**config.mk**
```make
export PLATFORM = sky130hd
export DESIGN_NAME = seq_successor
export DESIGN_NICKNAME = d
export VERILOG_FILES = /design/src/rtl/seq_pkg.sv /design/src/rtl/seq_successor.sv
export SDC_FILE = /design/constraint.sdc
export NUM_CORES = 1
export LEC_CHECK = 0
export CELL_PAD_IN_SITES_DETAIL_PLACEMENT = 0
export CELL_PAD_IN_SITES_GLOBAL_PLACEMENT = 1
export CORE_AREA = 8 8 45 47
export DETAILED_ROUTE_END_ITERATION = 12
export DIE_AREA = 0 0 53 55
export DONT_BUFFER_PORTS = 1
export GPL_TIMING_DRIVEN = 0
export PLACE_DENSITY = 0.31
export SLEW_MARGIN = 25
export SYNTH_ARGS = -nofsm -noshare
export SYNTH_HDL_FRONTEND = slang
export SYNTH_SLANG_ARGS = --single-unit
```
**constraint.sdc**
```tcl
create_clock -name vclk -period 1.5
set_input_delay 0.15 -clock vclk [all_inputs]
set_output_delay 0.15 -clock vclk [all_outputs]
set_load 0.01 [all_outputs]
```
**src/rtl/seq_pkg.sv**
```systemverilog
// seq_pkg: shared constants and helpers for the 0,8,5,3,7,2 sequence checker.
//   - 4-bit encodings of the six legal generator values
//   - FSM state encoding (SEARCH/LOCKED)
//   - is_legal(v): 1 when v belongs to the legal set
//   - succ(v):     next legal value in the cycle, 0 for an illegal input
package seq_pkg;

  localparam logic [3:0] V0 = 4'd0;
  localparam logic [3:0] V8 = 4'd8;
  localparam logic [3:0] V5 = 4'd5;
  localparam logic [3:0] V3 = 4'd3;
  localparam logic [3:0] V7 = 4'd7;
  localparam logic [3:0] V2 = 4'd2;

  localparam logic [0:0] SEARCH = 1'b0;
  localparam logic [0:0] LOCKED = 1'b1;

  function automatic logic is_legal(input logic [3:0] v);
    logic r;
    case (v)
      V0, V8, V5, V3, V7, V2: r = 1'b1;
      default:                r = 1'b0;
    endcase
    return r;
  endfunction

  function automatic logic [3:0] succ(input logic [3:0] v);
    logic [3:0] r;
    case (v)
      V0:      r = V8;
      V8:      r = V5;
      V5:      r = V3;
      V3:      r = V7;
      V7:      r = V2;
      V2:      r = V0;
      default: r = 4'd0;
    endcase
    return r;
  endfunction

endpackage

```
**src/rtl/seq_successor.sv**
```systemverilog
// seq_successor: purely combinational successor/legality lookup.
// Ports:
//   value [3:0] in  - value to classify
//   next  [3:0] out - successor in the 0,8,5,3,7,2 cycle (0 if illegal)
//   legal       out - 1 when value is one of the six legal values
module seq_successor
  import seq_pkg::*;
(
  input  logic [3:0] value,
  output logic [3:0] next,
  output logic       legal
);

  // Table lookup for successor and legality of one value
  always_comb begin
    next  = succ(value);
    legal = is_legal(value);
  end

endmodule

```
* Word level (Yosys, flattened, before mapping)
Cells that the tools add are included.
Word-level totals: register bits after elaboration 0, bits of input ports 4, output and inout bits 5, word-level logic and storage cells 9
Operators by class: equal/unequal tests 5, multiplexer cells 2, reduce and logical (&&, ||, !) cells 2
Operators by type and width (number):
- one-hot mux 4 bit (5 select lines) | 1
- == test 4 x 2 -> 1 bit (second input constant) | 2
- == test 4 x 3 -> 1 bit (second input constant) | 2
- OR reduction 6 bit | 1
- == test 4 bit (second input constant) | 1
- logical NOT 4 bit | 1
- 2-to-1 mux 1 bit | 1

* Logic depth before layout (Yosys ltp)
Gate-level depths: netlist of the first run.
depth in word-level cells 3, depth in mapped cells 3, depth with buffers taken out 2

* Worst setup path before layout of the first run
Ideal clock, no wire load.
path type input to output, start in value[1], end out next[2], data arrival time 834 ps, slack 516 ps, cell stages on the path 3, path buffers 1, cell sequence buf_6 or3b_1 a21oi_1
Between the ends: cells in the longest elaborated chain, start to end 2, elaborated cells on any way between the ends 6
RTL lines:
- start: declaration | RTL line seq_successor.sv:9 | input logic [3:0] value,
- == test 4 x 3 -> 1 bit (tied with other cells) | RTL line seq_pkg.sv:29 | case (v)
- one-hot mux 4 bit (5 select lines) (*) | RTL line seq_pkg.sv:29
- end: declaration | RTL line seq_successor.sv:10 | output logic [3:0] next,
Every way passes the cells marked *; elsewhere a longest branch is shown, timed or not.

* Final worst setup path of the first run
Ends and elaborated chain as after synthesis.

==> results by group, run 1 <==
Run status
  • Outcome: complete, no violations

Final layout
  • FFs & Latches: 0
  • FF/Latch Area: 0 um2
  • Area growth syn-to-layout: 20.3%
  • Antenna Cells: 0
  • Nets: 19
  • Fin cells: 29
  • Layout cells sized above 1: 7.69%
  • Final Instance Area: around 120 um2
  • Clock buf count: 0

Hold path
  • Hold path depth: 1
  • Worst Hold Launch: value[2]
  • Worst Hold End: next[2]
  • Worst hold path type: in -> out

Placement
  • Gpl congestion: 0.591
  • IO Port Bufs: 0
  • Placed Area: 119 um2
  • Placed cells: 29
  • Hpwl dp: about 270 um

Yosys
  • Synth Instances: 13
  • Synth area leaders: buf_6 11%, a221oi_1 8.9%, a22o_1 8.9%
  • Avg Inst Size Synth: ~7.6 um2
  • Syn_nets: 17
  • Distinct cells, synth: 13
  • Cell taking the most area after synthesis: buf_6
  • Top cell type's share of synthesized area: 11.4%
  • Seq/Total Area, Yosys: 0%
  • Synth warn: 0
  • Mapped cell area: 98.8 um2

Power and ir drop
  • Int Power: 0.0126 mW
  • P_sw: 0.0132 mW
  • PwrDens: 217 mW/mm2
  • Combinational Power Share: 100.0%
  • Net Sw Frac: 51.3%
  • Static leakage: 0.0355 nW
  • Reg power frac: 0%
  • Total Power: 0.0258 mW
  • VDD IR max: 0.0497 mV
  • Clock share of power: 0%

Detailed routing
  • Drt wl/cell: between 10 and 15 um
  • Final wirelength: roughly 320 um
  • DRC: 0
  • Drt pass-1 iters: 1
  • ANT nets after route: 0
  • Vias per cell: 3.45
  • DR vias: 100
  • Iteration-0 DRC Markers: 0

STA
  • Hold WS: 0.351 ns
  • Final setup violating endpoints: 0
  • Final period util: 68.5%
  • Final Critical Period: 1.03 ns
  • Worst slew pin tran: between 0.5 and 0.6 ns
  • Setup TNS Final: 0 ns
  • Max Clock Freq: 974 MHz
  • RSZ-0062 raised after global routing: false
  • Final-report hold violation count: 0
  • Slew Viols, Final: 0
  • Slew Limit Headroom: 65.2%

GRT
  • First-pass GRT wire length: 462 um
  • GRT Total Usage: 2.02%
  • Vias in the first global route: 90
  • Initial antenna violation count: 0
  • Grt ovf: 0
  • Pin count of the biggest net entering global routing: 9

Critical path
  • Top cell family by delay on the critical path: simple AND/OR/NAND/NOR gates
  • Worst EP required: around 1.4 ns
  • CP Max Fanout: 8
  • Slowest stage cell, crit path: or3b_1
  • CP Capture Type: output port
  • CP bufs+invs: 1
  • CP arrival: 0.88 ns
  • Crit-path cells: buf_6 > or3b_1 > a21oi_1
  • Crit start category: input port
  • CP peak stage delay: 0.34 ns
  • Critical path class: in -> out

Die
  • Die Ht: 55 um
  • Starting density of the core: 7.14%
  • FP Rows: 14
  • Ports: 9
  • DIE WIDTH: between 50 and 60 um
  • Core ar.: 0.00138 mm2
  • Die area: 0.00292 mm2

Job
  • Total of max-cap violations: 0

CTS
  • Cts hold-fix bufs: 0
  • PostCTS Resize Cnt: 0
  • Setup bufs post-CTS: 0
-- kinds of logic (layout without fill, tap and decap cells) --
family / Yosys count / in the layout / share of synthesized area [%]
compound gates: 5 / 5 / 38.0
simple gates: 6 / 6 / 41.8
buf+inv: 1 / 1 / 11.4
xor+xnor: 1 / 1 / 8.86
-- routing by layer --
layer / vias to the layer above / track usage [%] / share of wire [%]
met5: - / 0 / 0
met4: 0 / 0 / 0
met3: 0 / 3.21 / 38
met2: 9 / 1.56 / 20
met1: 39 / 2.56 / 41
li1: 52 / - / -
-- how the worst max path moves through the flow --
| stage | from | endpoint | slack, ns | cells past startpoint |
|---|---|---|---|---|
| final | value[1] | next[2] | 0.47 | 3 |
| after global routing | value[1] | next[2] | 0.43 | 3 |
| after CTS | value[1] | next[2] | 0.46 | 3 |
| after detailed placement | value[1] | next[2] | 0.47 | 3 |
| after global placement | value[1] | next[2] | 0.47 | 3 |
| after floorplan | value[1] | next[2] | 0.52 | 3 |
-- stage by stage --
step	utilization [%]	setup slack, ns
final	8.59	0.473
after global routing	8.59	0.427
after CTS	8.59	0.465
after detailed placement	8.59	0.470
after global placement	8.59	0.475
after floorplan	-	0.516
-- layout make-up --
| type | count | area (um2) |
|---|---|---|
| plain buffers | 1 | 11.3 |
| fillers | 158 | 1260 |
| multi-input cells | 12 | 87.6 |
| well taps | 16 | 20.0 |
-- power groups by stage --
stage	Clock, mW	Sequential, mW	Combinational (mW)
global route	0	0	0.0291
CTS	0	0	0.0267
detailed placement	0	0	0.0266
floorplan	0	0	0.0230
global placement	0	0	0.0260
finish	0	0	0.0258
-- placed cells by master, fill, tap and decap left out --
master	n
buf_6	1
nor3_1	1
and2b_1	1
xor2_1	1
a22o_1	1
nor4_1	1
o21a_1	1
nand3b_1	1
or3b_1	1
a21oi_1	1
o21bai_1	1
nor2b_1	1
a221oi_1	1
No activity file was read; power rests on OpenSTA's default activity.
==> inputs of run 2 (changes only) <==
clock period = 0.9 ns   (was 1.5 ns; I/O delays follow)
==> run 2 against run 1 <==
Cell count stayed put. Largest power group unchanged. Final area is 3.2% higher. Non-clock buffer count unchanged. Power up 73%. Critical path depth did not move. Clock-buffer cell count is the same. Highest routed layer unchanged. Largest cell class unchanged. Routed wire length up 3.2%.
==> results by group, run 2 (synthesis results as in run 1) <==
Critical path
  • Top cell family by delay on the critical path: simple AND/OR/NAND/NOR gates
  • Crit start category: input port
  • Worst EP required: around 0.81 ns
  • CP bufs+invs: 1
  • Slowest stage cell, crit path: or3b_1
  • CP peak stage delay: 0.36 ns
  • Critical path class: in -> out
  • CP Max Fanout: 8
  • CP arrival: 0.77 ns
  • Crit-path cells: buf_6 > or3b_1 > a21oi_2
  • CP Capture Type: output port

Final layout
  • Nets: 19
  • Filler instances: 156
  • Layout cells sized above 1: 15.4%
  • Final Instance Area: 123 um2
  • Clock buf count: 0
  • Antenna Cells: 0
  • FFs & Latches: 0
  • Area growth syn-to-layout: 24.1%
  • FF/Latch Area: 0 um2

Die
  • Core ar.: 0.00138 mm2
  • Die Ht: 55 um
  • FP Rows: 14
  • Ports: 9
  • Die area: roughly 0.003 mm2
  • DIE WIDTH: approximately 53 um
  • Starting density of the core: 7.14%

Power and ir drop
  • VDD IR max: approximately 0.085 mV
  • Int Power: 0.0216 mW
  • Reg power frac: 0%
  • Clock share of power: 0%
  • Net Sw Frac: 51.7%
  • PwrDens: 364 mW/mm2
  • Static leakage: 0.0356 nW
  • Combinational Power Share: 100.0%
  • P_sw: 0.0231 mW

Detailed routing
  • ANT nets after route: 0
  • DRC: 0
  • DR vias: 102
  • Vias per cell: roughly 3.5
  • Drt pass-1 iters: 1
  • Drt wl/cell: 11.2 um
  • Iteration-0 DRC Markers: 0
  • Final wirelength: 326 um

STA
  • Slew Viols, Final: 0
  • RSZ-0062 raised after global routing: false
  • Slew Limit Headroom: 64.2%
  • Final Critical Period: 0.859 ns
  • Final period util: 95.5%
  • Final-report hold violation count: 0
  • Max Clock Freq: 1160 MHz
  • Hold WS: 0.210 ns
  • Worst slew pin tran: between 0.5 and 0.6 ns
  • Final setup violating endpoints: 0

GRT
  • GRT Total Usage: 2.02%
  • First-pass GRT wire length: 476 um
  • Grt ovf: 0
  • Vias in the first global route: 96
  • Pin count of the biggest net entering global routing: 9
  • Initial antenna violation count: 0

Run status
  • Outcome: complete, no violations

CTS
  • PostCTS Resize Cnt: 1
  • Cts hold-fix bufs: 0
  • Setup bufs post-CTS: 0

Placement
  • Hpwl dp: roughly 270 um
  • Gpl congestion: 0.591
  • IO Port Bufs: 0
  • Placed Area: around 120 um2

Hold path
  • Worst hold path type: in -> out

Job
  • Total of max-cap violations: 0
-- run 2: cell counts in the layout (fill, tap and decap cells not counted) --
No cell type changed its count.
-- run 2: power groups by stage --
| stage | clock (mW) | combinational [mW] | sequential (mW) |
|---|---|---|---|
| floorplan | 0 | 0.0384 | 0 |
| global placement | 0 | 0.0434 | 0 |
| detailed placement | 0 | 0.0443 | 0 |
| CTS | 0 | 0.0457 | 0 |
| global route | 0 | 0.0501 | 0 |
| finish | 0 | 0.0446 | 0 |
-- run 2: cell type report --
type                            instances  area [um2]  area share, %
Multi-Input combinational cell         12        91.3           74.5
Tap cell                               16        20.0           16.3
Buffer                                  1        11.3           9.18
-- run 2: worst paths after layout --
kind,from,end,depth (start not counted)
worst max-delay path,value[1],next[2],3
worst min-delay path,value[2],next[2],1
-- run 2: per-layer routing --
layer	vias up	global-route usage [%]	share of wire, %
li1	52	-	-
met1	40	2.56	40
met2	10	1.95	22
met3	0	2.67	38
met4	0	0	0
met5	-	0	0
-- run 2: through the flow --
| step | TNS (ns) | worst slack (ns) | power (mW) | utilization (%) | instances |
|---|---|---|---|---|---|
| floorplan | 0 | 0.0364 | 0.0384 | - | 13 |
| global placement | -0.00534 | -0.00534 | 0.0434 | 8.59 | 29 |
| detailed placement | -0.00997 | -0.00997 | 0.0443 | 8.59 | 29 |
| CTS | 0 | 0.0363 | 0.0457 | 8.86 | 29 |
| global route | 0 | 0.00681 | 0.0501 | 8.86 | 29 |
| finish | 0 | 0.0408 | 0.0446 | 8.86 | 29 |
